`src/rtl/vga_timing_pkg.sv`:
```
`default_nettype none
// +----------------------------------------------------------------------------+
// | vga_timing_pkg                                                             |
// | Default 640x480 timing constants, axis-total derivation, shared rgb_t.     |
// | Revision: 1.0                                                              |
// +----------------------------------------------------------------------------+
package vga_timing_pkg;

   typedef logic [2:0] rgb_t;

   localparam int CTR_W = 10;

   localparam int H_DISPLAY_DEF = 640;
   localparam int H_FRONT_DEF   = 16;
   localparam int H_SYNC_DEF    = 96;
   localparam int H_BACK_DEF    = 48;
   localparam int V_DISPLAY_DEF = 480;
   localparam int V_FRONT_DEF   = 10;
   localparam int V_SYNC_DEF    = 2;
   localparam int V_BACK_DEF    = 33;

   function automatic int axis_total(input int display, input int front,
                                     input int sync, input int back);
      return display + front + sync + back;
   endfunction

   function automatic int h_total_def();
      return axis_total(H_DISPLAY_DEF, H_FRONT_DEF, H_SYNC_DEF, H_BACK_DEF);
   endfunction

   function automatic int v_total_def();
      return axis_total(V_DISPLAY_DEF, V_FRONT_DEF, V_SYNC_DEF, V_BACK_DEF);
   endfunction

endpackage : vga_timing_pkg
`default_nettype wire

```
`src/rtl/vga_axis_ctr.sv`:
```
`default_nettype none
// +----------------------------------------------------------------------------+
// | vga_axis_ctr                                                               |
// | One timing axis: wrapping position counter with registered active-low sync.|
// | Revision: 1.0                                                              |
// +----------------------------------------------------------------------------+
module vga_axis_ctr
   import vga_timing_pkg::*;
#(
   parameter int DISPLAY = H_DISPLAY_DEF,
   parameter int FRONT   = H_FRONT_DEF,
   parameter int SYNC    = H_SYNC_DEF,
   parameter int BACK    = H_BACK_DEF
) (
   input  logic             clk,
   input  logic             reset_n,
   input  logic             inc,
   output logic [CTR_W-1:0] count,
   output logic             sync_n,
   output logic             wrap
);

   localparam int               c_TOTAL      = axis_total(DISPLAY, FRONT, SYNC, BACK);
   localparam logic [CTR_W-1:0] c_LAST       = CTR_W'(c_TOTAL - 1);
   localparam logic [CTR_W-1:0] c_SYNC_START = CTR_W'(DISPLAY + FRONT);
   localparam logic [CTR_W-1:0] c_SYNC_END   = CTR_W'(DISPLAY + FRONT + SYNC - 1);

   logic [CTR_W-1:0] count_q, count_d;
   logic             sync_n_q, sync_n_d;

   always_comb begin
      count_d = count_q;
      wrap    = inc && (count_q == c_LAST);
      if (inc) begin
         count_d = (count_q == c_LAST) ? '0 : count_q + CTR_W'(1);
      end
      // Decoded from the next count so the sync lines up with the count it describes.
      sync_n_d = !((count_d >= c_SYNC_START) && (count_d <= c_SYNC_END));
   end

   always_ff @(posedge clk or negedge reset_n) begin
      if (!reset_n) begin
         count_q  <= '0;
         sync_n_q <= 1'b1;
      end else begin
         count_q  <= count_d;
         sync_n_q <= sync_n_d;
      end
   end

   assign count  = count_q;
   assign sync_n = sync_n_q;

endmodule : vga_axis_ctr
`default_nettype wire

```
`src/rtl/vga_sync_gen.sv`:
```
`default_nettype none
// +----------------------------------------------------------------------------+
// | vga_sync_gen                                                               |
// | VGA timing generator: pixel divider, x/y counters, sync, blanking.         |
// | VGA_SYNC_RGB_REG_EN: registers rgb_out and delays sync by one pixel.       |
// | Revision: 1.0                                                              |
// +----------------------------------------------------------------------------+
module vga_sync_gen
   import vga_timing_pkg::*;
#(
   parameter int CLK_DIV   = 2,
   parameter int H_DISPLAY = H_DISPLAY_DEF,
   parameter int H_FRONT   = H_FRONT_DEF,
   parameter int H_SYNC    = H_SYNC_DEF,
   parameter int H_BACK    = H_BACK_DEF,
   parameter int V_DISPLAY = V_DISPLAY_DEF,
   parameter int V_FRONT   = V_FRONT_DEF,
   parameter int V_SYNC    = V_SYNC_DEF,
   parameter int V_BACK    = V_BACK_DEF
) (
   input  logic             clk,
   input  logic             reset_n,
   input  rgb_t             rgb_in,
   output logic [CTR_W-1:0] pix_x,
   output logic [CTR_W-1:0] pix_y,
   output logic             p_tick,
   output logic             video_on,
   output logic             hsync,
   output logic             vsync,
   output logic             frame_tick,
   output rgb_t             rgb_out
);

   localparam int               c_H_TOTAL  = axis_total(H_DISPLAY, H_FRONT, H_SYNC, H_BACK);
   localparam int               c_V_TOTAL  = axis_total(V_DISPLAY, V_FRONT, V_SYNC, V_BACK);
   localparam logic [CTR_W-1:0] c_H_LAST   = CTR_W'(c_H_TOTAL - 1);
   localparam logic [CTR_W-1:0] c_H_PENULT = CTR_W'(c_H_TOTAL - 2);
   localparam logic [CTR_W-1:0] c_V_LAST   = CTR_W'(c_V_TOTAL - 1);
   localparam logic [CTR_W-1:0] c_H_DISP   = CTR_W'(H_DISPLAY);
   localparam logic [CTR_W-1:0] c_V_DISP   = CTR_W'(V_DISPLAY);
   localparam logic [1:0]       c_DIV_LAST = 2'(CLK_DIV - 1);

   logic [1:0]       div_q, div_d;
   logic             p_tick_q, p_tick_d;
   logic             frame_tick_q, frame_tick_d;
   logic [CTR_W-1:0] h_count, v_count;
   logic             h_sync_n, v_sync_n;
   logic             h_wrap;
   logic             v_wrap_unused;

   vga_axis_ctr #(
      .DISPLAY (H_DISPLAY),
      .FRONT   (H_FRONT),
      .SYNC    (H_SYNC),
      .BACK    (H_BACK)
   ) u_h_ctr (
      .clk     (clk),
      .reset_n (reset_n),
      .inc     (p_tick_q),
      .count   (h_count),
      .sync_n  (h_sync_n),
      .wrap    (h_wrap)
   );

   vga_axis_ctr #(
      .DISPLAY (V_DISPLAY),
      .FRONT   (V_FRONT),
      .SYNC    (V_SYNC),
      .BACK    (V_BACK)
   ) u_v_ctr (
      .clk     (clk),
      .reset_n (reset_n),
      .inc     (h_wrap),
      .count   (v_count),
      .sync_n  (v_sync_n),
      .wrap    (v_wrap_unused)
   );

   always_comb begin
      div_d    = (div_q == c_DIV_LAST) ? 2'd0 : div_q + 2'd1;
      p_tick_d = (div_q == c_DIV_LAST);
      // The tick must coincide with the last pixel, so look at the counts after this edge.
      frame_tick_d = p_tick_d && (v_count == c_V_LAST) &&
                     (p_tick_q ? (h_count == c_H_PENULT) : (h_count == c_H_LAST));
   end

   always_ff @(posedge clk or negedge reset_n) begin
      if (!reset_n) begin
         div_q        <= 2'd0;
         p_tick_q     <= 1'b0;
         frame_tick_q <= 1'b0;
      end else begin
         div_q        <= div_d;
         p_tick_q     <= p_tick_d;
         frame_tick_q <= frame_tick_d;
      end
   end

   assign pix_x      = h_count;
   assign pix_y      = v_count;
   assign p_tick     = p_tick_q;
   assign frame_tick = frame_tick_q;
   assign video_on   = (h_count < c_H_DISP) && (v_count < c_V_DISP);

`ifdef VGA_SYNC_RGB_REG_EN
   rgb_t rgb_q, rgb_d;
   logic hsync_q, hsync_d;
   logic vsync_q, vsync_d;

   always_comb begin
      rgb_d   = rgb_q;
      hsync_d = hsync_q;
      vsync_d = vsync_q;
      if (p_tick_q) begin
         rgb_d   = video_on ? rgb_in : rgb_t'(0);
         hsync_d = h_sync_n;
         vsync_d = v_sync_n;
      end
   end

   always_ff @(posedge clk or negedge reset_n) begin
      if (!reset_n) begin
         rgb_q   <= '0;
         hsync_q <= 1'b1;
         vsync_q <= 1'b1;
      end else begin
         rgb_q   <= rgb_d;
         hsync_q <= hsync_d;
         vsync_q <= vsync_d;
      end
   end

   assign rgb_out = rgb_q;
   assign hsync   = hsync_q;
   assign vsync   = vsync_q;
`else
   assign rgb_out = video_on ? rgb_in : rgb_t'(0);
   assign hsync   = h_sync_n;
   assign vsync   = v_sync_n;
`endif

endmodule : vga_sync_gen
`default_nettype wire

```
`config.mk`:
```
export PLATFORM = sky130hd
export DESIGN_NAME = vga_sync_gen
export DESIGN_NICKNAME = d
export VERILOG_FILES = /design/src/rtl/vga_timing_pkg.sv /design/src/rtl/vga_axis_ctr.sv /design/src/rtl/vga_sync_gen.sv
export SDC_FILE = /design/constraint.sdc
export NUM_CORES = 1
export LEC_CHECK = 0
export BUFFER_PORTS_ARGS = -buffer_cell sky130_fd_sc_hd__buf_4
export CORE_MARGIN = 1
export CORE_UTILIZATION = 58
export CTS_CLUSTER_SIZE = 16
export DETAILED_ROUTE_END_ITERATION = 16
export MAX_ROUTING_LAYER = met4
export PLACE_DENSITY_LB_ADDON = 0.05
export SYNTH_ARGS = -nofsm -noshare
export SYNTH_HDL_FRONTEND = slang
export SYNTH_HIERARCHICAL = 1
export SYNTH_SLANG_ARGS = --single-unit
export TNS_END_PERCENT = 100
```
`constraint.sdc`:
```
create_clock -name clk -period 5.3 [get_ports clk]
set_input_delay 0.795 -clock clk [delete_from_list [all_inputs] [get_ports clk]]
set_output_delay 0.795 -clock clk [all_outputs]
set_load 0.01 [all_outputs]
```
**Word level (Yosys, flattened, before mapping)**

Index checks and enable logic that the tools add are counted.
W data, S select, Z words.

- $add $sub $neg: 3
- Multipliers: 0
- Divide/modulo/power cells: 0
- $lt $le $gt $ge: 6
- Equality and inequality tests: 4
- Shifts and indexed selects: 0
- Multiplexer cells: 7
- Bitwise gates (word level): 0
- Reductions and logical operators: 8

Operator list:

| kind | number |
|---|---|
| $mux W10 | 4 |
| $eq A10 B10 Y1 const B | 3 |
| $add A10 B1 Y10 const B | 2 |
| $ge A10 B10 Y1 const B | 1 |
| $ge A10 B9 Y1 const B | 1 |
| $le A10 B10 Y1 const B | 1 |
| $le A10 B9 Y1 const B | 1 |
| $lt A10 B10 Y1 const B | 1 |
| $lt A10 B9 Y1 const B | 1 |
| $logic_and A1 B1 Y1 | 6 |
| $mux W3 | 1 |
| $add A2 B1 Y2 const B | 1 |
| $eq A2 B1 Y1 const B | 1 |
| $logic_not A1 Y1 | 2 |
| $mux W2 | 1 |
| $mux W1 | 1 |

- Flip-flop bits (word level): 26
- Bits in latches: 0
- Memory bits (writable): 0
- ROM bits: 0
- Input port bits: 5
- Output and inout bits: 28
- Word-level logic and storage cells: 35
- Memories kept: 0

**Longest topological paths before layout**

Gate-level depths: netlist of run 1.

- Depth in word-level cells: 6
- Depth in mapped cells: 11
- Mapped depth without buffers: 9

**By module**

The synthesis of run 1 kept the hierarchy.

By module, submodules not included:

| module | instances | cells each | area an instance (µm²) | seq. area each (µm²) |
|---|---|---|---|---|
| vga_axis_ctr at u_h_ctr | 1 | 69 | 711.9 | 276.5 |
| vga_axis_ctr at u_v_ctr | 1 | 63 | 641.9 | 276.5 |
| vga_sync_gen | 1 | 21 | 236.5 | 100.1 |

**Worst setup path before layout of run 1**

OpenSTA, ideal clock, no wires.

- Path kind: reg-to-reg
- Start point: register u_h_ctr.count_q[0], in the netlist u_h_ctr/count[0]
- End point: register u_v_ctr.sync_n_q, in the netlist u_v_ctr/sync_n
- Library setup time: 0.088 ns
- Arrival time: 2.411 ns
- Required time: 5.212 ns
- Path slack: 2.801 ns
- Stages on the path, launching flop included: 12
- Buffers on the path: 2
- Clock period less this slack: 2.499 ns
- Path through: dfrtp_1 > ha_1 > and4_1 > buf_6 > nand3_4 > nor3_4 > buf_4 > and3_1 > nand4_2 > xnor2_2 > o2111ai_1 > or3_1

- Cells in the longest elaborated chain, start to end: 6
- Elaborated cells on any way between the ends: 7
- Classes of those cells: order compare: 2; eq/ne: 1; mux: 1; reduce/logical: 3

Ends and longest elaborated chain:

| what | RTL line | text |
|---|---|---|
| start, declared | vga_axis_ctr.sv:28 | `logic [CTR_W-1:0] count_q, count_d;` |
| start signal, assigned | vga_axis_ctr.sv:46 | `count_q <= count_d;` |
| $eq A10 B10 Y1 * | vga_axis_ctr.sv:33 | `wrap = inc && (count_q == c_LAST);` |
| $logic_and A1 B1 Y1 * | vga_axis_ctr.sv:33 |  |
| via h_wrap | vga_sync_gen.sv:48 | `logic h_wrap;` |
| $mux W10 * | vga_axis_ctr.sv:34 | `if (inc) begin` |
| via u_v_ctr.count_d[6] | vga_axis_ctr.sv:28 |  |
| $ge A10 B9 Y1 / $le A10 B9 Y1 (equally long branches) | vga_axis_ctr.sv:38 | `sync_n_d = !((count_d >= c_SYNC_START) && (count_d <= c_SYNC_END));` |
| $logic_and A1 B1 Y1 * | vga_axis_ctr.sv:38 |  |
| $logic_not A1 Y1 * | vga_axis_ctr.sv:38 |  |
| via u_v_ctr.sync_n_d | vga_axis_ctr.sv:29 | `logic sync_n_q, sync_n_d;` |
| end signal, assigned | vga_axis_ctr.sv:47 | `sync_n_q <= sync_n_d;` |
| end, declared | vga_axis_ctr.sv:29 |  |

Mark *: on every way through the listed nets, which the timed path passes. The rest lies on a longest branch.

**Worst setup path after layout of run 1**

Same ends and word-level chain as after synthesis.

==> metrics.md, run 1 <==
| Metric | Value |
|---|---|
| TNS Setup | `0 ns` |
| Clock Skew | `0.0107 ns` |
| Area leader, netlist | `dfrtp_1` |
| Gp weighted congestion | `approximately 0.85` |
| Initial Util | `62.5%` |
| Worst-Margin Slew | `about 0.56 ns` |
| Setup CP Type | `reg -> reg` |
| Worst path cell trace | `ha_1 > and4_1 > nand3_4 > nor3_4 > and3_1 > nand4_2 > xnor2_2 > o2111ai_1 > or3_1` |
| HP Class | `in -> async` |
| Site Rows | `18` |
| Antenna violations before repair | `0` |
| Register area share after synthesis | `41.1%` |
| Reg-to-reg critical path startpoint | `u_h_ctr/count[0]` |
| First-pass DRT Iterations | `4` |
| Crit Path Max Fanout | `14` |
| Share of cells above drive strength 1 | `about 29%` |
| RR Endpoint | `u_v_ctr/sync_n` |
| Clock tree sinks | `26` |
| Unique masters post-synth | `50` |
| Highest-count cells in the layout ignoring fill and taps | `buf_4 (32), dfrtp_1 (24), nor2_1 (17)` |
| Root buf cell | `clkbuf_4` |
| Final period utilization | `~54%` |
| Biggest cell delay along the critical path | `a little over 0.5 ns` |
| Final setup fails | `0` |
| WP data arrival | `~3.1 ns` |
| # IOs | `33` |
| Tot Pwr | `0.000342 W` |
| CTS Buffer Depth | `2` |
| Gr usage total | `between 20% and 30%` |
| CTS tree | `built` |
| Async SR Flop Fraction | `100%` |
| Worst Path Required | `5.55 ns` |
| Post_cts resized | `0` |
| Slowest CP cell | `dfrtp_1` |
| Pleak | `~0.86 nW` |
| R2R depth | `9` |
| Drt initial violations | `28` |
| Worst vdd ir | `0.135 mV` |
| Mapped Nets | `between 150 and 200` |
| Area Overhead vs Synth | `16.9%` |
| Die Y | `between 50 and 60 microns` |
| Share of the synthesized area in the top cell type | `a little under two fifths` |
| Post-DR wirelength/cell | `around 16 microns` |
| DRC errors left | `0` |
| H-tree levels | `1` |
| Main synth FF type | `dfrtp_1` |
| RSZ-0062 raised after global routing | `no` |
| Gr ovfl total | `0` |
| Vias in the first global route | `1090` |
| Vias per inst | `about 6.0` |
| Reg clk slew, reported paths | `~0.15 ns` |
| Max cap viols | `0` |
| Post-layout util | `approximately three quarters` |
| Vias | `1276` |
| Drt total wl | `around 3300 microns` |
| Die Area | `between 2000 and 3000 sq um` |
| YS warnings | `6` |
| Post-CTS Setup Inserts | `0` |
| Post-synth EDFFs | `0` |
| Antenna Nets Post-Route | `0` |
| Port bufs | `32` |
| Most common cell after layout, fill and taps aside | `buf_4` |
| First-pass GRT wire length | `approximately 5000 microns` |
| # nets final | `191` |
| CTS Hold Bufs | `0` |
| CTS Buf Count | `3` |
| R2r setup slk | `~2.4 ns` |
| Status | `completed` |
| Final min period | `roughly 2.9 ns` |
| Core area | `2540 sq um` |
| ANT cells | `0` |
| Seq cells post-synth | `26` |
| Post-Syn Area | `roughly 1600 sq um` |
| Largest net degree at the start of global routing | `27` |
| Final hold vios | `0` |
| Startpoint Class | `flip-flop` |
| Area contributors post-synth | `dfrtp_1 (38%), xor2_1 (5.5%), xnor2_1 (4.4%)` |
| Die X | `between 50 and 60 microns` |
| Crit end category | `flip-flop` |
| HPWL Detailed | `2420 microns` |
| Avg Synthesized Cell Area | `~10 sq um` |
| Max Fclk | `between 0.3 and 0.4 GHz` |
| PD cells | `approximately 180 nW/um^2` |
| Slew HR | `62.6%` |
| Worst-skew pair later-pin latency | `~0.32 ns` |
| Max-slew violation count | `0` |
| Post-Synthesis Cells | `between 150 and 200` |
-- worst max-delay path, delay by kind of cell, from the launching register on --
family / cells / cell delay (ns)
AO/OA/AOI/OAI: 1 / 0.11
XOR/XNOR: 1 / 0.17
adder cells (fa/ha/maj): 1 / 0.26
flip-flops: 1 / 0.51
AND/OR/NAND/NOR: 6 / 1.73
-- registers in the layout (all words and copies together), names as in the netlist --
signal          cells
u_v_ctr/sync_n      1
frame_tick          1
u_v_ctr/count      10
u_h_ctr/sync_n      1
p_tick              1
u_h_ctr/count      10
div_q               2
-- worst max-delay path by stage --
| stage | startpoint | to | slack, ns | cells after the start |
|---|---|---|---|---|
| finish | u_h_ctr/count[0] | u_v_ctr/sync_n | 2.44 | 9 |
| CTS | u_h_ctr/count[0] | u_v_ctr/sync_n | 2.46 | 9 |
| detailed placement | u_h_ctr/count[0] | u_v_ctr/sync_n | 2.48 | 9 |
| global placement | u_h_ctr/count[0] | u_v_ctr/sync_n | 2.57 | 9 |
| global route | u_h_ctr/count[0] | u_v_ctr/sync_n | 2.29 | 9 |
| floorplan | u_h_ctr/count[0] | u_v_ctr/sync_n | 2.80 | 11 |
-- Yosys cell counts, types with 3 or more instances --
master   count
dfrtp_1     24
nor2_1      17
xor2_1      10
nand3_1      9
nand4_1      8
xnor2_1      8
nand2_1      7
and3_1       5
a21oi_1      3
buf_4        3
buf_6        3
ha_1         3
inv_1        3
or3_1        3
-- layer usage --
layer  wire length, microns  share of wire [%]  track usage (%)
met5                      0                  0                -
met4                     26               0.79             8.97
met3                    123                3.7             2.50
met2                   1690                 51             39.6
met1                   1460                 44             29.4
-- per-stage QoR --
stage / instance area, sq um / instances / hold WS, ns / setup slack [ns]
CTS: 1860 / 212 / 0.359 / 2.46
finish: 1860 / 212 / 0.348 / 2.44
floorplan: 1590 / 153 / 0.410 / 2.80
global placement: 1810 / 208 / 0.421 / 2.57
detailed placement: 1810 / 208 / 0.436 / 2.48
global route: 1860 / 212 / 0.367 / 2.29
-- report_power, final --
part / internal (W) / switching [W]
logic: 0.00000380 / 0.00000506
clock network: 0.0000764 / 0.0000585
registers: 0.000198 / 0
total: 0.000279 / 0.0000636
-- kinds of logic after synthesis --
kind of cell,count (synthesis),synth area share (%)
mux,2,1.26
xor+xnor,19,10.9
fa+ha+maj,3,2.36
simple gates,77,33.4
flops,26,41.1
buf+inv,12,5.03
compound gates,14,5.98
-- final cells by class --
| type | count | area, sq um |
|---|---|---|
| multi-input combinational | 115 | 857 |
| inverter | 5 | 18.8 |
| clock buffer | 3 | 22.5 |
| timing repair buffer | 32 | 240 |
| fill | 185 | 686 |
| tap | 30 | 37.5 |
| sequential | 26 | 653 |
| clock inverter | 1 | 30.0 |
Power figures use the tool's default switching activity.
==> run 2, diff against run 1 <==
Settings changed: CORE_UTILIZATION 58 to 49.
Clock period 5.3 ns to 2.3 ns, I/O delays scaled along.
==> run 2 against run 1 <==
Flip-flop and latch count stayed put. Core utilization down 5.7 points. Final cell count up 17%. Largest power group unchanged.
==> metrics.md, run 2 (synthesis gave the netlist of run 1 again) <==
| Metric | Value |
|---|---|
| Post-DR wirelength/cell | `14.1 microns (-9.4%)` |
| Largest net degree at the start of global routing | `27 (unchanged)` |
| Clock Skew | `0.00573 ns (-0.00501 ns)` |
| Area of the multi-input gates | `886 sq um (+3.4%)` |
| Core area | `3080 sq um (+21%)` |
| Vias | `1345 (+5.4%)` |
| Highest-count cells in the layout ignoring fill and taps | `buf_4 (51), dfrtp_1 (22), nor2_1 (17)` |
| PD cells | `383 nW/um^2 (+110%)` |
| Die Y | `59.0 microns (+8.5%)` |
| Worst-Margin Slew | `0.440 ns (-0.120 ns)` |
| Crit Path Max Fanout | `7 (-7)` |
| Antenna violations before repair | `0 (unchanged)` |
| Final period utilization | `98.8% (+45 points)` |
| Port bufs | `32 (unchanged)` |
| Reg clk slew, reported paths | `0.14 ns (about the same)` |
| WP data arrival | `2.54 ns (-0.57 ns)` |
| Fillers | `255 (+38%)` |
| Site Rows | `20 (+2)` |
| CTS Buf Count | `3 (unchanged)` |
| Final setup fails | `0 (unchanged)` |
| # nets final | `212 (+11%)` |
| Crit end category | `flip-flop` |
| Worst-skew pair later-pin latency | `0.32 ns (about the same)` |
| Drt total wl | `3490 microns (+5.5%)` |
| Final min period | `2.27 ns (-0.588 ns)` |
| Die X | `59.0 microns (+8.5%)` |
| Gr ovfl total | `0 (unchanged)` |
| Vias per inst | `5.45 (-9.5%)` |
| First-pass DRT Iterations | `4 (unchanged)` |
| ANT cells | `0 (unchanged)` |
| Final Non-Filler Cells | `247 (+17%)` |
| Worst Path Required | `2.56 ns (-2.99 ns)` |
| Root buf cell | `clkbuf_4` |
| CTS Buffer Depth | `2 (unchanged)` |
| HP Class | `in -> async` |
| Number of instances in the placed design | `234 (+13%)` |
| Share of cells above drive strength 1 | `38.4% (+9.3 points)` |
| CTS tree | `built` |
| Max cap viols | `0 (unchanged)` |
| Area occupied by registers | `656 sq um (+0.38%)` |
| Drt initial violations | `60 (+110%)` |
| Pleak | `0.967 nW (+13%)` |
| Vias in the first global route | `1142 (+4.8%)` |
| Startpoint Class | `flip-flop` |
| Final hold vios | `0 (unchanged)` |
| Slew HR | `70.7% (+8.1 points)` |
| H-tree levels | `1 (unchanged)` |
| HPWL Detailed | `2520 microns (+3.9%)` |
| Max Fclk | `0.440 GHz (+26%)` |
| # IOs | `33 (unchanged)` |
| Worst vdd ir | `0.317 mV (+130%)` |
| Initial Util | `51.7% (-11 points)` |
| Tot Pwr | `0.000793 W (+130%)` |
| Most common cell after layout, fill and taps aside | `buf_4` |
| Status | `completed` |
| Die Area | `3480 sq um (+18%)` |
| DRC errors left | `0 (unchanged)` |
| Setup CP Type | `reg -> reg` |
| Gr usage total | `21.5% (-2.2 points)` |
| RSZ-0062 raised after global routing | `yes` |
| Antenna Nets Post-Route | `0 (unchanged)` |
| Clock tree sinks | `26 (unchanged)` |
| Max-slew violation count | `0 (unchanged)` |
| Area Overhead vs Synth | `30.3%` |
| Gp weighted congestion | `0.860 (+0.63%)` |
| First-pass GRT wire length | `5380 microns (+10%)` |
[run 2: changes by cell type in the layout (fill, tap and decap cells not counted), sizes merged]
cell	previous run	this run
buf	32	52
dlygate4sd3	0	1
[run 2: critical path, stage by stage, from the launching register on]
cell       delay, ns
dfrtp_2         0.41
ha_4            0.14
and4_4          0.22
nand3_4         0.09
nor3_4          0.30
and3_4          0.27
nand4_4         0.11
xnor2_2         0.21
o2111ai_1       0.14
or3_1           0.33
[run 2: worst paths after layout]
check	start	endpoint	slack, ns	depth (start not counted)
setup / recovery	u_h_ctr/count[0]	u_v_ctr/sync_n	0.03	9
hold / removal	reset_n	u_v_ctr/count[6]	0.45	2
setup reg to reg	u_h_ctr/count[0]	u_v_ctr/sync_n	0.03	9
hold reg to reg	div_q[0]	div_q[0]	0.45	1
max in group asynchronous	reset_n	u_h_ctr/sync_n	1.56	2
min in group clk	div_q[0]	div_q[0]	0.45	1
[run 2: where the power goes]
| part | switching [W] | total, W | internal (W) |
|---|---|---|---|
| logic | 0.0000118 | 0.0000217 | 0.00000985 |
| registers | 0 | 0.000457 | 0.000457 |
| clock network | 0.000138 | 0.000314 | 0.000176 |
[run 2: final cells by class]
cell class / count / share of cell area, %
clock buffers: 3 / 1.09
flip-flops and latches: 26 / 31.6
multi-input cells: 115 / 42.8
well taps: 44 / 2.66
inverters: 5 / 0.906
clock inverters: 1 / 1.45
repair buffers: 53 / 19.5
[run 2: per-layer routing]
layer	wire, microns	global-route usage (%)
met5	0	-
met4	15	7.14
met3	221	2.40
met2	1580	30.4
met1	1670	32.1
[run 2: per-stage QoR]
stage	instance area (sq um)	hold WS (ns)	utilization, %	setup slack, ns	TNS (ns)
after CTS	2020	0.447	65.7	0.0260	0
after global placement	1930	0.269	62.8	0.000726	0
after global routing	2070	0.466	67.3	-0.0586	-0.0586
final	2070	0.448	67.3	0.0274	0
after detailed placement	1930	0.271	62.8	-0.0710	-0.0710
after floorplan	1610	0.0494	-	-0.0758	-0.0758
[run 2: repair_timing]
item,4_1_cts,5_1_grt
setup buffers,3,5
resized for setup,1,2
pin swaps,1,5
hold buffers,1,0
endpoints found under the hold margin,24,0
endpoints found under the setup margin,1,1
==> run 3, diff against run 2 <==
Settings changed: CORE_UTILIZATION 49 to 51, CTS_BUF_LIST set to sky130_fd_sc_hd__clkbuf_8.
==> run 3 against run 2 <==
The flow now finishes with violations (design-rule violations). Setup slack gained 0.090 ns. Sequential power is essentially flat. Fmax grew 4.1%. Wire length grew 6.0%. Die area shrank 3.8%. Highest routed layer unchanged.
==> metrics.md, run 3 (synthesis gave the netlist of run 1 again) <==
| Metric | Value |
|---|---|
| Worst-skew pair later-pin latency | `0.28 ns (-0.04 ns)` |
| CTS Buf Count | `3 (unchanged)` |
| Clock Skew | `0.00231 ns (-0.00341 ns)` |
| Area occupied by registers | `656 sq um (unchanged)` |
| Place WS | `0.0453 ns (+0.116 ns)` |
| TNS Setup | `0 ns (unchanged)` |
| Final setup fails | `0 (unchanged)` |
| Worst vdd ir | `0.278 mV (-12%)` |
| # nets final | `206 (-2.8%)` |
| First-pass GRT wire length | `5950 microns (+11%)` |
| Worst Path Required | `2.51 ns (-0.05 ns)` |
| Most common cell after layout, fill and taps aside | `buf_4` |
| Crit Path Max Fanout | `5 (-2)` |
| Antenna Nets Post-Route | `0 (unchanged)` |
| PD cells | `429 nW/um^2 (+12%)` |
| Design area | `2020 sq um (-2.7%)` |
| Port bufs | `32 (unchanged)` |
| Area Overhead vs Synth | `26.8%` |
| Area of the multi-input gates | `877 sq um (-0.99%)` |
| Largest net degree at the start of global routing | `27 (unchanged)` |
| Gr ovfl total | `0 (unchanged)` |
| Post-DR wirelength/cell | `16.2 microns (+15%)` |
| Max Fclk | `0.458 GHz (+4.1%)` |
| Gr usage total | `24.6% (+3.1 points)` |
| Worst-Margin Slew | `0.390 ns (-0.0497 ns)` |
| Slew HR | `74.0% (+3.3 points)` |
| Vias per inst | `5.85 (+7.4%)` |
| Number of instances in the placed design | `223 (-4.7%)` |
| Final hold vios | `0 (unchanged)` |
| CTS Buffer Depth | `2 (unchanged)` |
| Max cap viols | `0 (unchanged)` |
| Site Rows | `19 (-5.0%)` |
| Drt initial violations | `117 (+95%)` |
| Highest-count cells in the layout ignoring fill and taps | `buf_4 (46), dfrtp_1 (22), nor2_1 (17)` |
| Failing checks | `design-rule violations` |
| Final Non-Filler Cells | `228 (-7.7%)` |
| Vias | `1334 (-0.82%)` |
| Pleak | `0.936 nW (-3.2%)` |
| Worst setup margin | `0.117 ns (+0.0897 ns)` |
| Final period utilization | `94.9% (-3.9 points)` |
| Clock tree sinks | `26 (unchanged)` |
| # IOs | `33 (unchanged)` |
| Antenna violations before repair | `0 (unchanged)` |
| Drt total wl | `3700 microns (+6.0%)` |
| RSZ-0062 raised after global routing | `no` |
| Post-CTS Setup Inserts | `0 (-3)` |
| Die Y | `57.8 microns (-1.9%)` |
| Vias in the first global route | `1244 (+8.9%)` |
| HP Class | `reg -> reg` |
| First-pass DRT Iterations | `10 (+6)` |
| Status | `finished, violations left` |
| Die Area | `3350 sq um (-3.8%)` |
| Max-slew violation count | `0 (unchanged)` |
| CTS tree | `built` |
| Crit end category | `flip-flop` |
| WP data arrival | `2.39 ns (-0.15 ns)` |
| Die X | `57.8 microns (-1.9%)` |
| Setup CP Type | `reg -> reg` |
| Core area | `2850 sq um (-7.3%)` |
| HPWL Detailed | `2720 microns (+8.1%)` |
| Startpoint Class | `flip-flop` |
| Fillers | `217 (-15%)` |
| Root buf cell | `clkbuf_8` |
| DRC errors left | `1 (+1)` |
| Final min period | `2.18 ns (-0.0897 ns)` |
| Placed Area | `1930 sq um (about the same)` |
| Share of cells above drive strength 1 | `36.5% (-1.9 points)` |
| ANT cells | `0 (unchanged)` |
| H-tree levels | `1 (unchanged)` |
| Initial Util | `55.7% (+4.1 points)` |
| Gp weighted congestion | `1.02 (+18%)` |
| Reg clk slew, reported paths | `0.09 ns (-0.05 ns)` |
==> run 3: changes by cell type in the layout (fill, tap and decap cells not counted), sizes merged <==
cell  before  now
buf       52   46
==> run 3: cell type report <==
type,instances,area share (%)
multi-input combinational,115,43.5
sequential,26,32.5
timing repair buffer,47,17.6
clock buffer,3,2.05
tap,31,1.92
clock inverter,1,1.49
inverter,5,0.931
==> run 3: metal layers <==
metal	GRT usage (%)	vias up	part of all wire [%]
li1	-	635	-
met1	29.2	647	43
met2	41.9	45	51
met3	3.13	7	3.8
met4	10.5	0	2.0
met5	-	-	0
==> run 3: through the flow <==
stage	hold WS (ns)	total power, W	utilization, %
floorplan	0.0494	0.000469	-
global placement	0.274	0.000487	67.8
detailed placement	0.278	0.000488	67.8
CTS	0.448	0.000869	70.6
global route	0.481	0.000892	70.7
finish	0.447	0.000866	70.7
==> run 3: final timing paths <==
kind / cells past startpoint / slack (ns) / end / start
worst max-delay path: 10 / 0.12 / u_v_ctr/sync_n / u_h_ctr/count[0]
worst min-delay path: 1 / 0.45 / div_q[0] / div_q[0]
worst max register to register: 10 / 0.12 / u_v_ctr/sync_n / u_h_ctr/count[0]
worst min register to register: 1 / 0.45 / div_q[0] / div_q[0]
max in group asynchronous: 2 / 1.49 / u_v_ctr/sync_n / reset_n
min in group asynchronous: 2 / 0.50 / u_h_ctr/count[6] / reset_n
==> run 3: timing repair <==
action / 4_1_cts / 5_1_grt
resized for setup: 0 / 1
setup endpoints to repair: 0 / 1
hold buffers: 1 / 0
endpoints found under the hold margin: 24 / 0
==> run 3: power by group <==
group	switching (W)	leakage, nW	internal, W	total, W
Combinational	0.0000127	0.561	0.00000986	0.0000225
Clock	0.000154	0.0357	0.000233	0.000387
Sequential	0	0.339	0.000457	0.000457
==> run 3: critical path, stage by stage (launching register included) <==
cell and delay, ns:
dfrtp_2 0.40, ha_4 0.15, and4_4 0.24, nand3_4 0.08, nor3_4 0.22, buf_4 0.17, nand3_4 0.07, nor4_4 0.16
xor2_1 0.21, nand2_1 0.07, or3_1 0.34
